<file path="src/rtl/rca_sched_pkg.sv">
// Shared types and constants for the time-multiplexed ripple-carry scheduler.
package rca_sched_pkg;
  localparam int SLICE_W    = 3;
  localparam int NSLICE_DEF = 4;

  typedef enum logic [1:0] {
    IDLE = 2'd0,
    CALC = 2'd1,
    RESP = 2'd2
  } state_t;
endpackage

</file>
<file path="src/rtl/rca.sv">
// 3-bit ripple-carry adder built from a chain of full adders.
module rca (
  input  logic [2:0] i_a,
  input  logic [2:0] i_b,
  input  logic       i_cin,
  output logic [2:0] o_sum,
  output logic       o_cout
);
  logic [3:0] w_c;

  assign w_c[0] = i_cin;

  for (genvar i = 0; i < 3; i++) begin : g_fa
    assign o_sum[i]  = i_a[i] ^ i_b[i] ^ w_c[i];
    assign w_c[i+1]  = (i_a[i] & i_b[i]) | (w_c[i] & (i_a[i] ^ i_b[i]));
  end

  assign o_cout = w_c[3];
endmodule

</file>
<file path="src/rtl/rca_sched.sv">
// Two-requester adder service: one 3-bit slice adder reused over NSLICE cycles,
// with round-robin arbitration and a held response until accepted.
module rca_sched
  import rca_sched_pkg::*;
#(
  parameter int NSLICE = NSLICE_DEF,
  localparam int WIDTH = SLICE_W * NSLICE,
  localparam int KW    = (NSLICE > 1) ? $clog2(NSLICE) : 1
) (
  input  logic             clk,
  input  logic             rst_n,
  input  logic [1:0]       req_valid,
  output logic [1:0]       req_ready,
  input  logic [WIDTH-1:0] a0,
  input  logic [WIDTH-1:0] b0,
  input  logic [WIDTH-1:0] a1,
  input  logic [WIDTH-1:0] b1,
  input  logic             cin0,
  input  logic             cin1,
  output logic             rsp_valid,
  input  logic             rsp_ready,
  output logic             rsp_id,
  output logic [WIDTH-1:0] rsp_sum,
  output logic             rsp_cout,
  output logic             busy
);
  state_t           r_state;
  logic             r_prio;
  logic [KW-1:0]    r_k;
  logic             r_carry;
  logic [WIDTH-1:0] r_a, r_b;
  logic             r_cin;
  logic [WIDTH-1:0] r_sum;
  logic             r_cout;
  logic             r_id;
  logic             r_vld;
  logic             r_busy;

  logic             w_gnt;
  logic [2:0]       w_sa, w_sb, w_ss;
  logic             w_ci, w_co;
  int               w_lsb;

  // With both valid the pointer decides; otherwise the lone valid requester wins.
  assign w_gnt     = (req_valid == 2'b11) ? r_prio : req_valid[1];
  assign req_ready = (rst_n && r_state == IDLE && |req_valid) ?
                     (w_gnt ? 2'b10 : 2'b01) : 2'b00;

  assign w_lsb = SLICE_W * int'(r_k);
  assign w_sa  = r_a[w_lsb +: SLICE_W];
  assign w_sb  = r_b[w_lsb +: SLICE_W];
  assign w_ci  = (r_k == '0) ? r_cin : r_carry;

  rca u_rca (
    .i_a    (w_sa),
    .i_b    (w_sb),
    .i_cin  (w_ci),
    .o_sum  (w_ss),
    .o_cout (w_co)
  );

  always_ff @(posedge clk or negedge rst_n) begin
    if (!rst_n) begin
      r_state <= IDLE;
      r_prio  <= 1'b0;
      r_k     <= '0;
      r_carry <= 1'b0;
      r_a     <= '0;
      r_b     <= '0;
      r_cin   <= 1'b0;
      r_sum   <= '0;
      r_cout  <= 1'b0;
      r_id    <= 1'b0;
      r_vld   <= 1'b0;
      r_busy  <= 1'b0;
    end else begin
      case (r_state)
        IDLE: begin
          if (|req_ready) begin
            r_a     <= w_gnt ? a1   : a0;
            r_b     <= w_gnt ? b1   : b0;
            r_cin   <= w_gnt ? cin1 : cin0;
            r_id    <= w_gnt;
            r_prio  <= ~w_gnt;
            r_k     <= '0;
            r_busy  <= 1'b1;
            r_state <= CALC;
          end
        end
        CALC: begin
          r_sum[w_lsb +: SLICE_W] <= w_ss;
          r_carry <= w_co;
          if (r_k == KW'(NSLICE - 1)) begin
            r_k     <= '0;
            r_cout  <= w_co;
            r_vld   <= 1'b1;
            r_state <= RESP;
          end else begin
            r_k <= r_k + KW'(1);
          end
        end
        RESP: begin
          if (rsp_ready) begin
            r_vld   <= 1'b0;
            r_busy  <= 1'b0;
            r_state <= IDLE;
          end
        end
        default: r_state <= IDLE;
      endcase
    end
  end

  assign rsp_valid = r_vld;
  assign rsp_sum   = r_sum;
  assign rsp_cout  = r_cout;
  assign rsp_id    = r_id;
  assign busy      = r_busy;
endmodule

</file>
<file path="config.mk">
export PLATFORM = sky130hd
export DESIGN_NAME = rca_sched
export DESIGN_NICKNAME = d
export VERILOG_FILES = /design/src/rtl/rca_sched_pkg.sv /design/src/rtl/rca.sv /design/src/rtl/rca_sched.sv
export SDC_FILE = /design/constraint.sdc
export NUM_CORES = 1
export LEC_CHECK = 0
export BUFFER_PORTS_ARGS = -buffer_cell sky130_fd_sc_hd__buf_4
export CAP_MARGIN = 20
export CORE_ASPECT_RATIO = 0.8
export CORE_MARGIN = 1
export CORE_UTILIZATION = 46
export DETAILED_ROUTE_END_ITERATION = 12
export HOLD_SLACK_MARGIN = 0.06
export PLACE_DENSITY = 0.83
export SYNTH_ARGS = -nofsm -noshare
export SYNTH_HDL_FRONTEND = slang
export SYNTH_SLANG_ARGS = --single-unit
</file>
<file path="constraint.sdc">
create_clock -name clk -period 3.1 [get_ports clk]
set_clock_uncertainty 0.05 [all_clocks]
set_input_delay 0.155 -clock clk [delete_from_list [all_inputs] [get_ports clk]]
set_output_delay 0.155 -clock clk [all_outputs]
set_load 0.01 [all_outputs]
</file>
After elaboration in Yosys (flattened, before gate mapping)

Index checks and enable logic that the tools add are counted.

Output and inout bits: 18
Logic and storage cells: 77
Flip-flop bits (word level): 47
Bits of input ports: 55

Bitwise operators: 16
Muxes and demuxes: 20
Shift-type cells: 4
$mul: 1
Reduce and logical (&&, ||, !) cells: 15
Equal/unequal tests: 7
$add $sub $neg: 2

Operators by type and width:

| cell                                                                    | count |
|---|---|
| 4-bit negator with 33-bit output                                        | 1 |
| 3-bit by 33-bit variable shift with 12-bit output, first input constant | 1 |
| 3-bit by 33-bit variable part select with 12-bit output                 | 1 |
| 12-bit two-way mux                                                      | 2 |
| 12-bit by 5-bit variable part select with 3-bit output                  | 2 |
| 2-bit two-way mux                                                       | 7 |
| 12-bit bitwise mux                                                      | 1 |
| 3-bit AND reduction                                                     | 3 |
| 1-bit AND                                                               | 6 |
| 2-bit equality test, second input constant                              | 3 |
| 1-bit two-way mux                                                       | 6 |
| 2-bit case mux with 3 select lines                                      | 1 |
| 2-bit AND reduction                                                     | 3 |
| 2-bit nonzero test                                                      | 3 |
| 1-bit bitwise XOR                                                       | 6 |
| 2-bit logical NOT                                                       | 2 |
| 2-bit by 2-bit multiplier with 4-bit output, first input constant       | 1 |
| 2-bit != test, second input constant                                    | 2 |
| 1-bit case mux with 2 select lines                                      | 2 |
| 2-bit case mux with 2 select lines                                      | 1 |
| 2-bit OR reduction                                                      | 2 |
| 1-bit bitwise OR                                                        | 3 |
| 2-bit by 1-bit adder with 2-bit output, second input constant           | 1 |
| 2-bit by 1-bit equality test with 1-bit output, second input constant   | 1 |
| other kinds (3)                                                         | 4 |

Depth between registers and ports, before layout

Word-level depth: 10
Depth in mapped cells: 9
Mapped depth without buffers: 8

Hierarchy

A second synthesis with hierarchy kept.

Cell total of the unflattened synthesis: 229
Area, all modules: 2,467.4 µm²

By module, submodules not included:

| module    | sequential area each (µm²) | cells an instance | area each (µm²) | instances |
|---|---|---|---|---|
| rca_sched | 1,176.1                    | 216               | 2,369.8         | 1 |
| rca       | 0.0                        | 13                | 97.6            | 1 |

Worst setup path before layout

Ideal clock, no wire load.

Path kind: flip-flop to flip-flop
Start: reg r_k[0]
End: reg r_sum[2] (netlist: rsp_sum[2])
Data required time: 2,929 ps
Path buffers: 1
Data arrival time: 2,903 ps
Period minus slack after synthesis: 3,074 ps
Cell stages (with the launch flop): 7
Setup time: 121 ps
Setup slack: 26 ps
Cells stage by stage: dfrtp_1 clkbuf_1 mux4_2 fa_1 fa_1 fa_1 a22o_1

Cells in the longest elaborated chain, start to end: 10
Elaborated cells between the ends (all ways): 21
Classes of those cells: add/sub (1); mul (1); shift (4); mux (2); bitwise (12); reduce/logical (1)

Ends and longest elaborated chain:

| what                                                                             | line                             | text |
|---|---|---|
| start: declaration                                                               | rca_sched.sv:29                  | `logic [KW-1:0] r_k;` |
| start signal: assignment                                                         | rca_sched.sv:99                  | `r_k <= r_k + KW'(1);` |
| 2-bit by 2-bit multiplier with 4-bit output                                      | rca_sched.sv:49                  | `assign w_lsb = SLICE_W * int'(r_k);` |
| 12-bit by 5-bit variable part select with 3-bit output, on equally long branches | rca_sched.sv:50, rca_sched.sv:51 |  |
| 1-bit bitwise XOR                                                                | rca.sv:14, rca.sv:15             |  |
| 1-bit AND                                                                        | rca.sv:15                        | `assign w_c[i+1] = (i_a[i] & i_b[i]) \| (w_c[i] & (i_a[i] ^ i_b[i]));` |
| 1-bit bitwise OR                                                                 | rca.sv:15                        |  |
| 1-bit AND                                                                        | rca.sv:15                        |  |
| 1-bit bitwise OR                                                                 | rca.sv:15                        |  |
| 1-bit bitwise XOR                                                                | rca.sv:14                        | `assign o_sum[i] = i_a[i] ^ i_b[i] ^ w_c[i];` |
| 3-bit by 33-bit variable part select with 12-bit output                          | rca_sched.sv:91                  | `r_sum[w_lsb +: SLICE_W] <= w_ss;` |
| 12-bit bitwise mux (*)                                                           | rca_sched.sv:91                  |  |
| end signal: indexed assignment                                                   | rca_sched.sv:91                  |  |
| end: declaration                                                                 | rca_sched.sv:33                  | `logic [WIDTH-1:0] r_sum;` |

Mark *: on every way between the ends. The rest lies on a longest branch, timed or not.
A chain may end at the register's enable or synchronous reset.

Final worst setup path

Start: reg r_k[0]
End: reg r_sum[11] (netlist: rsp_sum[11])

Same word-level chain as after synthesis.

==> impl_metrics.csv <==
group,metric,value,unit
outcome,outcome,"complete, no violations",
global_routing,grt_pass1_wl,10050,µm
worst_setup_path,path_max_fanout,6,
place,dpl.hpwl,4126,µm
die,die-area,5579,µm²
yosys,netlist_area,2430,µm²
routing,viasPerCell,5.649,
routing,route.antenna.remaining_nets,0,
yosys,yosysWarnings,0,
power_and_ir_drop,ir_drop,0.0005058,V
yosys,synth_area_leader_cell,"dfrtp_1",
yosys,synth_seq_area_share,0.4840,
yosys,ys_top_cells_by_area,"dfrtp_1, a221o_2, mux4_2, nor3_1, nand2_1",
power_and_ir_drop,p_leak,1.574,nW
cells_and_area,synthToLayoutAreaGrowth,37.85,%
routing,dr.pass1.iters,4,
worst_setup_path,critical-path-max-stage-delay,0.51,ns
cells_and_area,drive_above_1_share,0.3861,
global_routing,grt_pass1_vias,2030,
yosys,async_flop_share,1.000,
worst_setup_path,path_buf_inv,1,
die,core_area,5036,µm²
clocking,cts_resized,0,
cells_and_area,finalInstanceArea,3349,µm²
timing,maxSlewHeadroom,0.4861,
timing,rsz0062_at_grt,"false",
clocking,clk-insertion-delay-late,0.30,ns
timing,slew_violations,0,
global_routing,antenna_found_initial,0,
cells_and_area,diodes,0,
clocking,htreeDepth,2,
timing,layout_min_cycle_time,3.046,ns
yosys,syn_nets,270,
place,place.gp.congestion,0.7697,
clocking,cts.sinks,47,
place,placed_cells,331,
yosys,synth_seq_cells,47,
die,boundaryPins,73,
die,dieHeight,67.01,µm
clocking,clockRootBuffer,"clkbuf_8",
timing,worst_pin_slew,0.7688,ns
place,placed_cell_area,2992,µm²
timing,fin_setup_tns,0,ns
routing,wl_per_cell,16.95,µm
worst_setup_path,slowest_stage,"fa_1",
global_routing,grt_usage,0.2359,
worst_setup_path,crit_chain,"inv_1 -> ha_1 -> mux2_2 -> fa_1 -> fa_1 -> fa_1 -> a22o_1",
die,rows,23,
worst_setup_path,cp_data_required_time,3.24,ns
routing,drtIter0Drc,107,
yosys,postSynthCellCount,206,
run,drv_cap,0,
worst_setup_path,end_kind,"flip-flop",
clocking,clockBufferDepth,2,
yosys,netlist-cell-type-count,29,
worst_setup_path,critPathArrivalTime,3.18,ns
routing,vias,2062,
worst_setup_path,critPathLaunchType,"flip-flop",
routing,wirelength,6188,µm
clocking,path_clk_slew,0.09,ns
power_and_ir_drop,p_per_area,860.8,nW/µm²
cells_and_area,final_cells,365,
die,die_x,83.26,µm
worst_hold_path,min_path_type,"primary input to flip-flop",
yosys,synth_top_area_share,0.4840,
timing,hold_viol,0,
timing,timing.final.crit_share,0.9826,
worst_setup_path,path_class,"flip-flop to flip-flop",
yosys,syn_avg_cell_area,11.80,µm²
clocking,numCtsBuffers,5,
timing,setup_viol,0,
place,port_buffers,72,
worst_setup_path,cp_common_cell,"fa_1",
cells_and_area,fin_nets,367,
timing,fmax,328.3,MHz
worst_setup_path,crit_family,"adder cells",
global_routing,grt-ovfl-total,0,
die,start_util,0.4825,
global_routing,grt_max_degree,48,
routing,route.detailed.drc,0,
clocking,cts_tree,"done",
yosys,synth_edf_count,0,
yosys,synth-main-ff-cell,"dfrtp_1",
## registers in the layout, summed over array words and instances, names as in the netlist
signal,cells
r_carry,1
r_b,12
r_a,12
busy,1
rsp_cout,1
rsp_sum,12
r_prio,1
r_k,2
r_cin,1
rsp_valid,1
rsp_id,1
r_state,2
## report_power, final
group          total [mW]  switching (mW)  internal (mW)
combinational        1.44           0.706          0.738
sequential           1.07           0.200          0.866
clock               0.373           0.198          0.175
total                2.88            1.10           1.78
## placed cells by master, fill, tap and decap left out, drive strengths merged, types with 2 or more instances in the layout
cell         netlist  final
mux4               6      6
o21ai              2      2
dfrtp             47     47
fa                 3      3
a21o               2      2
a21oi              2      2
dlygate4sd3        0     27
nor2b              2      2
nand3b             4      4
buf                9     80
nor2               2      2
nand2             31     31
mux2               2      2
a22o              13     13
a221o             25     25
nor3              26     26
clkbuf             8      6
nor4               3      3
ha                 6      6
inv                5      5
## worst min-delay path: stages
cell and delay [ns]:
buf_4 0.07, nand2_1 0.04, nor3_1 0.12, a221o_2 0.13
## path summary, 6_finish.rpt
check | start | end | slack [ns] | depth (start not counted)
worst min register to register | rsp_id$_DFFE_PN0P_ | rsp_id$_DFFE_PN0P_ | 0.45 | 1
worst max-delay path | r_k[0]$_DFFE_PN0P_ | rsp_sum[11]$_DFFE_PN0P_ | 0.05 | 7
min in group asynchronous | rst_n | rsp_sum[3]$_DFFE_PN0P_ | 0.44 | 3
max in group asynchronous | rst_n | r_b[0]$_DFFE_PN0P_ | 2.15 | 3
worst max register to register | r_k[0]$_DFFE_PN0P_ | rsp_sum[11]$_DFFE_PN0P_ | 0.05 | 7
worst min-delay path | a1[5] | r_a[5]$_DFFE_PN0P_ | 0.20 | 4
## layer usage
metal | vias to the layer above | GRT usage | wire length (µm)
li1 | 972 | - | -
met1 | 1008 | 0.3144 | 2668
met2 | 77 | 0.3996 | 3109
met3 | 5 | 0.05328 | 373
met4 | 0 | 0.04741 | 37
met5 | - | 0 | 0
## synthesized netlist by cell type (3+ instances only)
cell / count
clkbuf_1: 8
nor3_1: 26
dfrtp_1: 47
mux4_2: 6
a22o_1: 13
nand3b_1: 4
ha_1: 6
buf_6: 7
inv_1: 5
a221o_1: 7
nor4_1: 3
a221o_2: 18
fa_1: 3
nand2_1: 31
## cells by family after synthesis
family | after synthesis | share of synthesized area
AND/OR/NAND/NOR | 72 | 0.1426
multiplexers | 8 | 0.06488
buffers and inverters | 22 | 0.05665
adder cells (fa/ha/maj) | 9 | 0.05561
AO/OA/AOI/OAI | 48 | 0.1962
flip-flops | 47 | 0.4840
## what timing repair did
action                                 CTS  global route
hold buffers                            27             0
buffers inserted                         0             0
endpoints found under the hold margin   73             0
## area by class of cell
class | instances | area (µm²)
Inverter | 5 | 18.77
Sequential cell | 47 | 1176
Clock buffer | 6 | 82.58
Clock inverter | 1 | 5.005
Timing Repair Buffer | 107 | 870.8
Fill cell | 378 | 1687
Tap cell | 62 | 77.57
Multi-Input combinational cell | 137 | 1119
## stage by stage
step | worst slack (ns) | hold WS (ns) | total power, mW | util
after detailed placement | 0.1354 | 0.2432 | 2.467 | 0.5940
after CTS | 0.1037 | 0.1904 | 2.874 | 0.6651
after global routing | 0.01381 | 0.1988 | 3.064 | 0.6651
after global placement | 0.2406 | 0.2338 | 2.419 | 0.5940
after floorplan | 0.02566 | -0.1906 | 2.027 | -
final | 0.05389 | 0.1973 | 2.883 | 0.6651
Note: power is estimated with default switching activity, not from simulation.
